### src/rtl/gol_pkg.sv
// Shared types and defaults for the Game of Life generation sequencer.
// Holds the sequencer state encoding, the handshake phase encoding and default widths.
package gol_pkg;

   localparam int GOL_ADDR_W     = 12;
   localparam int GOL_GEN_W      = 16;
   // engine_reset length used both at job start and on the abort path
   localparam int GOL_RST_CYCLES = 2;

   typedef enum logic [2:0] {
      IDLE,
      ENG_RST,
      INIT_REQ,
      INIT_ACK,
      GEN_REQ,
      GEN_ACK,
      DONE
   } gol_state_t;

   typedef enum logic [1:0] {
      PH_IDLE,
      PH_WAIT,
      PH_REQ,
      PH_ACK
   } gol_phase_t;

endpackage

### src/rtl/gol_fourphase_req.sv
// One four-phase request/completed channel driving either io_start or io_initialize.
// Latency: request rises on the launch edge (or one cycle after completed is seen low); drops the cycle after completed=1.
// Backpressure: a launch while completed is still high parks in PH_WAIT until completed falls.
module gol_fourphase_req
   import gol_pkg::*;
(
   input  logic clock,
   input  logic reset,
   input  logic launch,
   input  logic launch_init,
   input  logic cancel,
   input  logic completed,
   output logic req_start,
   output logic req_init,
   output logic got_ack,
   output logic released
);

   gol_phase_t phase;
   logic       kind_init;

   always_ff @(posedge clock or posedge reset) begin
      if (reset) begin
         phase     <= PH_IDLE;
         kind_init <= 1'b0;
         req_start <= 1'b0;
         req_init  <= 1'b0;
      end else if (cancel) begin
         phase     <= PH_IDLE;
         req_start <= 1'b0;
         req_init  <= 1'b0;
      end else if (launch) begin
         kind_init <= launch_init;
         // never raise a request on top of a stale completed level
         if (completed) begin
            phase <= PH_WAIT;
         end else begin
            phase     <= PH_REQ;
            req_start <= !launch_init;
            req_init  <= launch_init;
         end
      end else begin
         case (phase)
            PH_WAIT: if (!completed) begin
               phase     <= PH_REQ;
               req_start <= !kind_init;
               req_init  <= kind_init;
            end
            PH_REQ: if (completed) begin
               phase     <= PH_ACK;
               req_start <= 1'b0;
               req_init  <= 1'b0;
            end
            PH_ACK: if (!completed) phase <= PH_IDLE;
            default: ;
         endcase
      end
   end

   assign got_ack  = (phase == PH_REQ) && completed;
   assign released = (phase == PH_ACK) && !completed;

endmodule

### src/rtl/gol_generation_sequencer.sv
// Runs N Game of Life generations on the engine, ping-ponging buffers A/B; optional watchdog via GOL_SEQ_WATCHDOG_EN.
// Latency: accept at T, engine_reset T+1..T+RST_CYCLES, first request at T+RST_CYCLES+1; >=4 cycles per generation.
// Backpressure: cmd_ready only in IDLE; each engine phase waits on io_completed (bounded only with the watchdog).
module gol_generation_sequencer
   import gol_pkg::*;
#(
   parameter int ADDR_W         = GOL_ADDR_W,
   parameter int GEN_W          = GOL_GEN_W,
   parameter int RST_CYCLES     = GOL_RST_CYCLES,
   parameter int TIMEOUT_CYCLES = 1048576
) (
   input  logic              clock,
   input  logic              reset,
   input  logic              cmd_valid,
   output logic              cmd_ready,
   input  logic              cmd_init,
   input  logic [GEN_W-1:0]  cmd_generations,
   input  logic [ADDR_W-1:0] cmd_base_a,
   input  logic [ADDR_W-1:0] cmd_base_b,
   input  logic              abort,
   output logic              io_start,
   output logic              io_initialize,
   output logic [ADDR_W-1:0] io_starting_address,
   output logic [ADDR_W-1:0] io_result_address,
   output logic              engine_reset,
   input  logic              io_completed,
   output logic              busy,
   output logic              done,
   output logic              aborted,
   output logic              timeout,
   output logic [GEN_W-1:0]  gen_count,
   output logic [ADDR_W-1:0] final_address
);

   localparam int RC_W = $clog2(RST_CYCLES + 1);

   gol_state_t        state;
   logic [RC_W-1:0]   rst_cnt;
   logic              abort_path;
   logic              init_q;
   logic [GEN_W-1:0]  gens_q;
   logic [ADDR_W-1:0] base_a_q;
   logic [ADDR_W-1:0] base_b_q;

   logic             got_ack, released, in_phase, abort_hit, wd_fire, cancel;
   logic             rst_last, gen_last, launch, launch_init, launch_gen, launch_odd, go_done;
   logic [GEN_W:0]   gen_next;

   assign in_phase  = (state == INIT_REQ) || (state == INIT_ACK) || (state == GEN_REQ) || (state == GEN_ACK);
   assign abort_hit = abort && (in_phase || state == ENG_RST) && !abort_path;
   assign cancel    = abort_hit || wd_fire;
   assign rst_last  = (state == ENG_RST) && (rst_cnt == '0);
   assign gen_next  = {1'b0, gen_count} + (GEN_W+1)'(1);
   assign gen_last  = (gen_next == {1'b0, gens_q});

   assign launch_init = !cancel && rst_last && !abort_path && init_q;
   assign launch_gen  = !cancel &&
                        ((rst_last && !abort_path && !init_q && gens_q != '0) ||
                         (state == INIT_ACK && released && gens_q != '0) ||
                         (state == GEN_ACK && released && !gen_last));
   assign launch      = launch_init || launch_gen;
   // parity of the generation about to be launched selects the buffer direction
   assign launch_odd  = (state == GEN_ACK) && gen_next[0];
   assign go_done     = !cancel &&
                        ((rst_last && (abort_path || (!init_q && gens_q == '0))) ||
                         (state == INIT_ACK && released && gens_q == '0) ||
                         (state == GEN_ACK && released && gen_last));

`ifdef GOL_SEQ_WATCHDOG_EN
   localparam int WD_W = $clog2(TIMEOUT_CYCLES + 1);
   logic [WD_W-1:0] wd_cnt;

   always_ff @(posedge clock or posedge reset) begin
      if (reset)
         wd_cnt <= '0;
      else if (!in_phase || got_ack || released || cancel)
         wd_cnt <= '0;
      else
         wd_cnt <= wd_cnt + WD_W'(1);
   end

   assign wd_fire = in_phase && (wd_cnt == WD_W'(TIMEOUT_CYCLES - 1));
`else
   assign wd_fire = 1'b0;
`endif

   gol_fourphase_req u_req (
      .clock       (clock),
      .reset       (reset),
      .launch      (launch),
      .launch_init (launch_init),
      .cancel      (cancel),
      .completed   (io_completed),
      .req_start   (io_start),
      .req_init    (io_initialize),
      .got_ack     (got_ack),
      .released    (released)
   );

   always_ff @(posedge clock or posedge reset) begin
      if (reset) begin
         state               <= IDLE;
         cmd_ready           <= 1'b1;
         busy                <= 1'b0;
         done                <= 1'b0;
         aborted             <= 1'b0;
         timeout             <= 1'b0;
         engine_reset        <= 1'b0;
         gen_count           <= '0;
         final_address       <= '0;
         io_starting_address <= '0;
         io_result_address   <= '0;
         rst_cnt             <= '0;
         abort_path          <= 1'b0;
         init_q              <= 1'b0;
         gens_q              <= '0;
         base_a_q            <= '0;
         base_b_q            <= '0;
      end else begin
         done <= 1'b0;
         if (launch) begin
            io_starting_address <= (launch_init || !launch_odd) ? base_a_q : base_b_q;
            io_result_address   <= (!launch_init && !launch_odd) ? base_b_q : base_a_q;
         end
         if (cancel) begin
            state        <= ENG_RST;
            engine_reset <= 1'b1;
            rst_cnt      <= RC_W'(RST_CYCLES - 1);
            abort_path   <= 1'b1;
            if (abort_hit) aborted <= 1'b1;
            else           timeout <= 1'b1;
         end else begin
            case (state)
               IDLE: if (cmd_valid) begin
                  init_q       <= cmd_init;
                  gens_q       <= cmd_generations;
                  base_a_q     <= cmd_base_a;
                  base_b_q     <= cmd_base_b;
                  gen_count    <= '0;
                  aborted      <= 1'b0;
                  timeout      <= 1'b0;
                  busy         <= 1'b1;
                  cmd_ready    <= 1'b0;
                  abort_path   <= 1'b0;
                  engine_reset <= 1'b1;
                  rst_cnt      <= RC_W'(RST_CYCLES - 1);
                  state        <= ENG_RST;
               end
               ENG_RST: if (rst_cnt != '0) begin
                  rst_cnt <= rst_cnt - RC_W'(1);
               end else begin
                  engine_reset <= 1'b0;
                  state        <= launch_init ? INIT_REQ : GEN_REQ;
               end
               INIT_REQ: if (got_ack) state <= INIT_ACK;
               INIT_ACK: if (released) state <= GEN_REQ;
               GEN_REQ:  if (got_ack) state <= GEN_ACK;
               GEN_ACK:  if (released) begin
                  if (gen_count != gens_q) gen_count <= gen_count + GEN_W'(1);
                  state <= GEN_REQ;
               end
               DONE: begin
                  state     <= IDLE;
                  cmd_ready <= 1'b1;
               end
               default: state <= IDLE;
            endcase
            // every route into DONE shares the same exit bookkeeping
            if (go_done) begin
               state         <= DONE;
               done          <= 1'b1;
               busy          <= 1'b0;
               final_address <= gens_q[0] ? base_b_q : base_a_q;
            end
         end
      end
   end

endmodule

### config.mk
export PLATFORM = sky130hd
export DESIGN_NAME = gol_generation_sequencer
export DESIGN_NICKNAME = d
export VERILOG_FILES = /design/src/rtl/gol_pkg.sv /design/src/rtl/gol_fourphase_req.sv /design/src/rtl/gol_generation_sequencer.sv
export SDC_FILE = /design/constraint.sdc
export NUM_CORES = 1
export LEC_CHECK = 0
export BUFFER_PORTS_ARGS = -buffer_cell sky130_fd_sc_hd__buf_2
export CORE_ASPECT_RATIO = 0.7
export CORE_MARGIN = 3
export CORE_UTILIZATION = 51
export CTS_CLUSTER_SIZE = 24
export DETAILED_ROUTE_END_ITERATION = 12
export GPL_ROUTABILITY_DRIVEN = 0
export PLACE_DENSITY = 0.77
export SLEW_MARGIN = 10
export SYNTH_ARGS = -nofsm -noshare
export SYNTH_HDL_FRONTEND = slang
export SYNTH_SLANG_ARGS = --single-unit
### constraint.sdc
create_clock -name clock -period 3.3 [get_ports clock]
set_input_delay 0.66 -clock clock [delete_from_list [all_inputs] [get_ports clock]]
set_output_delay 0.66 -clock clock [all_outputs]
set_load 0.05 [all_outputs]
==> impl_metrics.toml <==
[run_status]
outcome = "finished clean"

[routing]
vias_per_cell = 5.809
drtIter0Drc = 445
routedWlPerCell_um = 19.55
drc = 0
detail-route-antenna-nets = 0
detailroute.via_count = 4572
detail_route.first_pass.iterations = 5
finalWirelength_mm = 15.39

[placement]
post-place-cells = 770
number_of_input_and_output_port_buffers_inserted = 104
place.detailed.hpwl_mm = 10.90
place_worst_setup_slack_ps = 55.70

[pwr]
p_leak_nw = 3.242
power.ir.vdd_worst_mv = 0.5347
power-per-cell-area_nw_per_um2 = 1073
post-layout-total-power_mw = 7.610

[yosys]
synth-async-reset-ratio_pct = 100.0
synth_top_cell_area_share_pct = 45.13
post_synth_inst_count = 511
synth_top_area_cell = "dfrtp_1"
count_of_state_elements_after_synthesis = 108
synth_edf_count = 0
synth_cell_type_count = 64
synthesized_area_per_cell_um2 = 11.61
synth_top_cells_by_area = "dfrtp_1 (45%), mux2_2 (16%), mux2_4 (7.1%), xor2_1 (2.8%), xnor2_1 (2.4%)"
net_count_after_synthesis = 564
ys.flop_type = "dfrtp_1"
mappedNetlistArea_um2 = 5933
synth_warnings = 0
synth-seq-area-share_pct = 45.57

[sta]
fin_crit_sh_pct = 95.16
worst_slack_ps = 159.8
finalHoldViolations = 0
max_freq_mhz = 318.5
unrepaired_setup_endpoints_after_global_routing = "no"
finalWorstPathRequiredPeriod_ps = 3140
worstMarginPinSlew_ps = 769.8
finalSetupTns_ps = 0
clock-skew-final_ps = 6.842
final_max_slew_viol_count = 0
report.final.setup_viol = 0
maxSlewHeadroom_pct = 48.46

[final_layout]
antenna_cells = 0
drive_above_1_share_pct = 44.16
nets = 682
most_common_cell_after_layout_fill_and_taps_aside = "dfrtp_1"
layout.cells.most_common_list = "dfrtp_1 (106), buf_2 (104), mux2_2 (85)"
postLayoutCoreUtil_pct = 63.47
finish.cell_count_without_fillers = 787
areaGrowthSynthToFinish_pct = 19.51

[critical_path]
critical_path_arrival_ps = 3380
cp-start-kind = "flip-flop"
cp_max_fo = 14
critPathRequiredTime_ps = 3540
crit_type = "flip-flop to flip-flop"
endpoint_kind = "flip-flop"

[clock_tree]
holdBufCountCts = 0
ctsRootBufferMaster = "clkbuf_16"
cts.htree.levels = 3
clkSlewWorstSetupHoldPaths_ps = 70
insertion_delay_ps = 350
clock_path_buffers = 2
tritoncts = "yes"
cts_buffers = 9
clock_sink_count = 108

[floorplan]
floorplan.die_area_um2 = 12980
design.portCount = 106
std_cell_rows = 32
dieHeight_um = 96.24
start_util_pct = 53.11
die-width_um = 134.9
coreArea_um2 = 11170

[global_route]
antenna_found_initial = 0
globalRouteTotalUtil_pct = 23.52
globalRoute.totalOverflow = 0
first_global_vias = 4627
grt_first_pass_wirelength_mm = 23.81
grt_max_degree = 85

[run]
maxCapViolCount = 0

[min_path]
hp-class = "input pin to async pin"
[final timing paths]
check | start | to | slack [ps] | depth (start not counted)
min in group clock | final_address[2] | final_address[2] | 510 | 1
max in group asynchronous | reset | base_a_q[3] | 2110 | 3
worst min register to register | final_address[2] | final_address[2] | 510 | 1
worst min-delay path | reset | gens_q[6] | 370 | 2
worst max register to register | gen_count[12] | final_address[5] | 160 | 8
worst max-delay path | gen_count[12] | final_address[5] | 160 | 8
[cells in the mapped netlist (all sizes together) (4+ instances only)]
library cell and instances:
a21oi 12, a31oi 7, and2 6, and3 6
buf 14, clkbuf 14, dfrtp 107, ha 7
inv 11, mux2 113, mux2i 5, nand2 26
nand2b 7, nand3 14, nand3b 4, nand4 11
nor2 36, nor2b 4, nor3 5, nor4 6
o21ai 15, xnor2 16, xor2 19
[layer usage]
layer | global-route usage (%) | up-vias | routed length [um]
li1 | - | 2087 | -
met1 | 33.10 | 2297 | 7014
met2 | 35.44 | 169 | 6937
met3 | 8.150 | 19 | 1275
met4 | 4.915 | 0 | 160
met5 | 0 | - | 0
[critical path: stages, from the launching register on]
cell,delay [ps]
dfrtp_1,520
nand4_1,240
or3_1,390
a2111oi_0,480
o2111ai_1,190
or4_4,500
nor2_4,140
o21ai_4,200
mux2_4,360
[what timing repair did]
item / in CTS / in global routing
buffers inserted: 0 / 0
gates resized for setup: 0 / 2
setup endpoints to repair: 0 / 36
[area by class of cell]
class | count | area, um2
sequential | 108 | 2705
timing repair buffer | 134 | 770.7
clock buffer | 11 | 242.7
clock inverter | 5 | 60.06
multi-input combinational | 365 | 3075
tap | 153 | 191.4
fill | 898 | 4080
inverter | 11 | 45.04
[state kept, by name (all words and copies together), names as in the netlist]
signal	cells
gens_q	16
io_starting_address	12
u_req.req_start	1
busy	1
rst_cnt	2
done	1
engine_reset	1
abort_path	1
base_a_q	12
cmd_ready	1
io_result_address	12
init_q	1
u_req.phase	2
u_req.req_init	1
gen_count	16
final_address	12
state	3
u_req.kind_init	1
base_b_q	12
[cell families after synthesis]
| kind of cell | share of synthesized area [%] |
|---|---|
| buffers and inverters | 3.121 |
| flip-flops | 45.57 |
| multiplexers | 24.06 |
| AO/OA/AOI/OAI | 7.360 |
| AND/OR/NAND/NOR | 13.18 |
| XOR/XNOR | 5.167 |
| other | 0.06320 |
| adder cells (fa/ha/maj) | 1.476 |
[power by group]
part	internal, mW	total (mW)	switching [mW]
sequential	1.90	2.39	0.495
clock	0.613	1.11	0.498
combinational	1.77	4.11	2.34
total	4.28	7.61	3.33
[per-stage QoR]
stage               cell area [um2]  hold WS [ps]
floorplan                      5938         510.5
global placement               6764         472.9
detailed placement             6764         482.3
CTS                            7067         385.0
global route                   7091         405.5
finish                         7091         372.0
Power figures use the tool's default switching activity.
